===== config.mk =====
export PLATFORM = sky130hd
export DESIGN_NAME = uart_rx_oversampled_flat
export DESIGN_NICKNAME = d
export VERILOG_FILES = /design/src/rtl/uart_rx_oversampled_if.sv /design/src/rtl/uart_rx_oversampled.sv /design/src/flat_wrapper.sv
export SDC_FILE = /design/constraint.sdc
export NUM_CORES = 1
export LEC_CHECK = 0
export BUFFER_PORTS_ARGS = -buffer_cell sky130_fd_sc_hd__buf_4
export CAP_MARGIN = 20
export CORE_MARGIN = 1.5
export CORE_UTILIZATION = 35
export DETAILED_ROUTE_END_ITERATION = 6
export PLACE_DENSITY = 0.61
export SYNTH_ARGS = -nofsm -noshare
export SYNTH_HDL_FRONTEND = slang
export SYNTH_SLANG_ARGS = --single-unit
export TNS_END_PERCENT = 10

===== constraint.sdc =====
create_clock -name clock -period 3.8 [get_ports clock]
set_input_delay 0.19 -clock clock [delete_from_list [all_inputs] [get_ports clock]]
set_output_delay 0.19 -clock clock [all_outputs]
set_load 0.01 [all_outputs]

===== src/rtl/uart_rx_oversampled_if.sv =====
// Byte-level output bundle of the oversampled UART receiver, as seen by the joypad register block.
interface uart_rx_oversampled_if;
    logic [7:0] data;
    logic       recv;
    logic       frame_err;
    logic       busy;

    modport master (output data, output recv, output frame_err, output busy);
    modport slave  (input  data, input  recv, input  frame_err, input  busy);
endinterface


===== src/rtl/uart_rx_oversampled.sv =====
// Oversampling 8N1 UART receiver with start-bit glitch rejection, mid-bit sampling,
// framing-error reporting and break handling.
module uart_rx_oversampled #(
    parameter int CLKS_PER_BIT = 16,
    parameter int HALF_BIT     = CLKS_PER_BIT / 2
) (
    input  logic                          clock,
    input  logic                          reset,
    input  logic                          UART_RX,
    uart_rx_oversampled_if.master         rx_bus
);

    localparam int CW = $clog2(CLKS_PER_BIT);
    localparam logic [CW-1:0] HALF_LAST = CW'(HALF_BIT - 1);
    localparam logic [CW-1:0] BIT_LAST  = CW'(CLKS_PER_BIT - 1);
    localparam logic [CW-1:0] CNT_ZERO  = '0;
    localparam logic [CW-1:0] CNT_ONE   = CW'(1);

    typedef enum logic [2:0] {
        IDLE,
        START,
        DATA,
        STOP,
        BREAK
    } state_t;

    state_t          state;
    logic            sync_1;
    logic            rx_s;
    logic [CW-1:0]   cycle_cnt;
    logic [2:0]      bit_idx;
    logic [7:0]      shift_reg;
    logic [7:0]      data_r;
    logic            recv_r;
    logic            frame_err_r;
    logic            busy_r;

    // Counting restarts at every sample point, so the counter only ever spans one bit period.
    always_ff @(posedge clock) begin
        if (reset) begin
            state       <= IDLE;
            sync_1      <= 1'b1;
            rx_s        <= 1'b1;
            cycle_cnt   <= CNT_ZERO;
            bit_idx     <= 3'd0;
            shift_reg   <= 8'h00;
            data_r      <= 8'h00;
            recv_r      <= 1'b0;
            frame_err_r <= 1'b0;
            busy_r      <= 1'b0;
        end else begin
            sync_1      <= UART_RX;
            rx_s        <= sync_1;
            recv_r      <= 1'b0;
            frame_err_r <= 1'b0;

            case (state)
                IDLE: begin
                    cycle_cnt <= CNT_ZERO;
                    bit_idx   <= 3'd0;
                    if (!rx_s) begin
                        state  <= START;
                        busy_r <= 1'b1;
                    end
                end

                START: begin
                    if (cycle_cnt == HALF_LAST) begin
                        cycle_cnt <= CNT_ZERO;
                        if (!rx_s) begin
                            state   <= DATA;
                            bit_idx <= 3'd0;
                        end else begin
                            state  <= IDLE;
                            busy_r <= 1'b0;
                        end
                    end else begin
                        cycle_cnt <= cycle_cnt + CNT_ONE;
                    end
                end

                DATA: begin
                    if (cycle_cnt == BIT_LAST) begin
                        cycle_cnt <= CNT_ZERO;
                        shift_reg <= {rx_s, shift_reg[7:1]};
                        if (bit_idx == 3'd7) begin
                            state <= STOP;
                        end else begin
                            bit_idx <= bit_idx + 3'd1;
                        end
                    end else begin
                        cycle_cnt <= cycle_cnt + CNT_ONE;
                    end
                end

                // A low stop bit reports once, then BREAK soaks up the rest of a held-low line.
                STOP: begin
                    if (cycle_cnt == BIT_LAST) begin
                        cycle_cnt <= CNT_ZERO;
                        if (rx_s) begin
                            data_r <= shift_reg;
                            recv_r <= 1'b1;
                            state  <= IDLE;
                            busy_r <= 1'b0;
                        end else begin
                            frame_err_r <= 1'b1;
                            state       <= BREAK;
                        end
                    end else begin
                        cycle_cnt <= cycle_cnt + CNT_ONE;
                    end
                end

                BREAK: begin
                    cycle_cnt <= CNT_ZERO;
                    if (rx_s) begin
                        state  <= IDLE;
                        busy_r <= 1'b0;
                    end
                end

                default: begin
                    state  <= IDLE;
                    busy_r <= 1'b0;
                end
            endcase
        end
    end

    assign rx_bus.data      = data_r;
    assign rx_bus.recv      = recv_r;
    assign rx_bus.frame_err = frame_err_r;
    assign rx_bus.busy      = busy_r;

endmodule


===== src/flat_wrapper.sv =====
// flat-port wrapper written by rule: the top's interface ports become plain ports
module uart_rx_oversampled_flat 
#(
    parameter int CLKS_PER_BIT = 16,
    parameter int HALF_BIT     = CLKS_PER_BIT / 2
)
  (clock, reset, UART_RX, rx_bus_data, rx_bus_recv, rx_bus_frame_err, rx_bus_busy);
  uart_rx_oversampled_if rx_bus_i ();
  input  logic clock;
  input  logic reset;
  input  logic UART_RX;
  output wire logic [$bits(rx_bus_i.data)-1:0] rx_bus_data;
  output wire logic [$bits(rx_bus_i.recv)-1:0] rx_bus_recv;
  output wire logic [$bits(rx_bus_i.frame_err)-1:0] rx_bus_frame_err;
  output wire logic [$bits(rx_bus_i.busy)-1:0] rx_bus_busy;
  assign rx_bus_data = rx_bus_i.data;
  assign rx_bus_recv = rx_bus_i.recv;
  assign rx_bus_frame_err = rx_bus_i.frame_err;
  assign rx_bus_busy = rx_bus_i.busy;
  uart_rx_oversampled #(.CLKS_PER_BIT(CLKS_PER_BIT), .HALF_BIT(HALF_BIT)) u_core (.clock(clock), .reset(reset), .UART_RX(UART_RX), .rx_bus(rx_bus_i));
endmodule

==> run metrics <==
outcome=finished clean; Nets=between 100 and 150; IO Count=14; delay-heaviest family, CP=simple AND/OR/NAND/NOR gates; post-CTS setup buffer count=0; drt wl/cell=12.3 um; CP Buf/Inv Count=0; largest cells by area after synthesis=dfxtp_1 48%, mux2i_1 12%, nor2_1 7.2%; Hold/Removal Path Class=in2reg; Layout area overhead=17.3%; most frequent cell after synthesis=dfxtp_1; Hold Buf Count CTS=0; cts repair resizes=0; cell area after synthesis=around 1300 um2; CP startpoint kind=flop; CP Cell Sequence=ha_1 -> nand2_2 -> nor4_4 -> nor3b_4 -> mux2_2; Worst path depth=5; Critical Path Source=u_core.cycle_cnt[0]; initial core utilization=37.9%; sequential area share after synthesis=roughly 48%; TritonCTS clock tree=yes; vias per cell=5.04; synthesis-stage register bit count=31; Clock Sinks=31; HPWL after DPL=1.61 mm; Max Buffers Root-to-Sink=2; initial antenna violation count=0; CTS Buf Count=5; diodes inserted=0; measured slew at the worst slew-check pin=0.741 ns; Period minus WS final=1.97 ns; post-synth top area cell=dfxtp_1; final WL=2.34 mm; GRT Residual Overflow=0; vias in the first global route=913; total area of sequential cells=between 600 and 700 um2; maximum vdd drop=between 0.2 and 0.25 mV; Gate Count Post-Synth=132; worst clock skew=0.00479 ns; dominant synthesized flop cell=dfxtp_1; Max Cap Violations=0; Worst R2R Path Depth=5; core box area=3440 um2; Final Hold Fails=0; RR Startpoint=u_core.cycle_cnt[0]; EDFF count, synth=0; total track usage=12.9%; most instantiated cells after synthesis=31 x dfxtp_1, 25 x nor2_1, 16 x mux2i_1; final slew viol count=0; R2R setup slack=around 1.8 ns; CTS H-tree depth=2; Slew headroom=50.3%; Synth Area per Inst=a little under 10 um2; clock latency on the worst-skew pair=0.28 ns; Max Clk Rate=between 0.5 and 0.6 GHz; Crit-path slowest cell=nor4_4; drt drc=0; pin count of the biggest net entering global routing=31; Clock transition at path regs=0.06 ns; global-route wire length before repair=4.05 mm; # rows=21; critical path class=reg2reg; crit end category=flop; Crit Reg-Reg Endpoint=u_core.bit_idx[0]; final cell count without fillers=190; post-synth cell types=36; fill cell count=roughly 350; Syn Nets=138; Die H=64.0 um; Starting DRT DRC Count=33; DRT antenna net count=0; Port-buffer cells=13; die width=approximately 64 um; total placed cells including tap cells=182; DRT Pass-1 Iters=4; Final GP Congestion=0.793; Via Count=958; Worst setup endpoint=u_core.bit_idx[0]; Critical Path RT=4.03 ns; Synth warnings=0; share of cells above drive strength 1=22.9%; area occupied by multi-input gates=632 um2; root buf cell=clkbuf_8; TNS Setup=0 ns; area share of the largest cell type after synthesis=47.6%; Die Footprint=around 4100 um2; Leak Pwr=0.621 nW; crit path max fanout=9; fin crit share=51.9%; ys async rst share=0%; WP data arrival=roughly 2.2 ns; Power per Cell Area=between 400 and 500 nW/um2; RSZ-0062 raised after global routing=no; Max stage delay on crit path=0.65 ns; setup violators final=0
[metal layers]
| metal | global-route usage [%] | wire length [um] | part of all wire [%] |
|---|---|---|---|
| met5 | 0 | 0 | 0 |
| met4 | 6.52 | 55 | 2.4 |
| met2 | 20.4 | 1060 | 45 |
| met1 | 15.4 | 1130 | 48 |
| met3 | 4.75 | 100 | 4.3 |
[how the worst min path moves through the flow]
stage / slack (ns) / endpoint / cells past startpoint / startpoint
after CTS: 0.09 / u_core.sync_1 / 2 / UART_RX
after floorplan: 0.29 / u_core.sync_1 / 1 / UART_RX
after detailed placement: 0.38 / u_core.sync_1 / 2 / UART_RX
after global routing: 0.1 / u_core.sync_1 / 2 / UART_RX
after global placement: 0.38 / u_core.sync_1 / 2 / UART_RX
final: 0.1 / u_core.sync_1 / 2 / UART_RX
[power by group]
part	internal, W	switching, W
Clock	0.000212	0.000118
Sequential	0.000327	0.00000378
Combinational	0.00000568	0.00000919
[layout by cell type (no fill, tap or decap), drive strengths merged, types with 2 or more instances in the layout]
master and count:
o31ai 2, nor4 3, nand2 4, dfxtp 31, buf 13, o21ai 4, or2 3, nand3 6
a22o 2, nor2 25, ha 3, mux2 2, clkbuf 6, a211oi 2, mux2i 16, nor3 2
a21oi 3
[final cells by class]
| cell class | instances | share of cell area [%] |
|---|---|---|
| Inverter | 1 | 0.245 |
| Sequential cell | 31 | 40.6 |
| Clock buffer | 6 | 5.40 |
| Multi-Input combinational cell | 91 | 41.3 |
| Tap cell | 46 | 3.76 |
| Clock inverter | 2 | 2.29 |
| Timing Repair Buffer | 13 | 6.38 |
[logic make-up (layout without fill, tap and decap cells)]
kind of cell / count (synthesis) / after routing / synth area share (%)
fa+ha+maj: 3 / 3 / 2.88
mux: 18 / 18 / 14.0
buf+inv: 10 / 22 / 3.93
compound gates: 19 / 19 / 10.3
xor+xnor: 1 / 1 / 0.672
simple gates: 50 / 50 / 20.6
flops: 31 / 31 / 47.6
[metrics by stage]
| step | power [W] | area (um2) | utilization, % | worst slack (ns) | hold WS, ns |
|---|---|---|---|---|---|
| 2_1_floorplan | 0.000348 | 1300 | - | 2.33 | 0.294 |
| 3_3_place_gp | 0.000353 | 1410 | 41.0 | 1.90 | 0.375 |
| 3_5_place_dp | 0.000354 | 1410 | 41.0 | 1.83 | 0.379 |
| 4_1_cts | 0.000683 | 1530 | 44.4 | 1.82 | 0.0880 |
| 5_1_grt | 0.000705 | 1530 | 44.4 | 1.66 | 0.0967 |
| 6_report | 0.000676 | 1530 | 44.4 | 1.83 | 0.0952 |
Note: power is estimated with default switching activity, not from simulation.
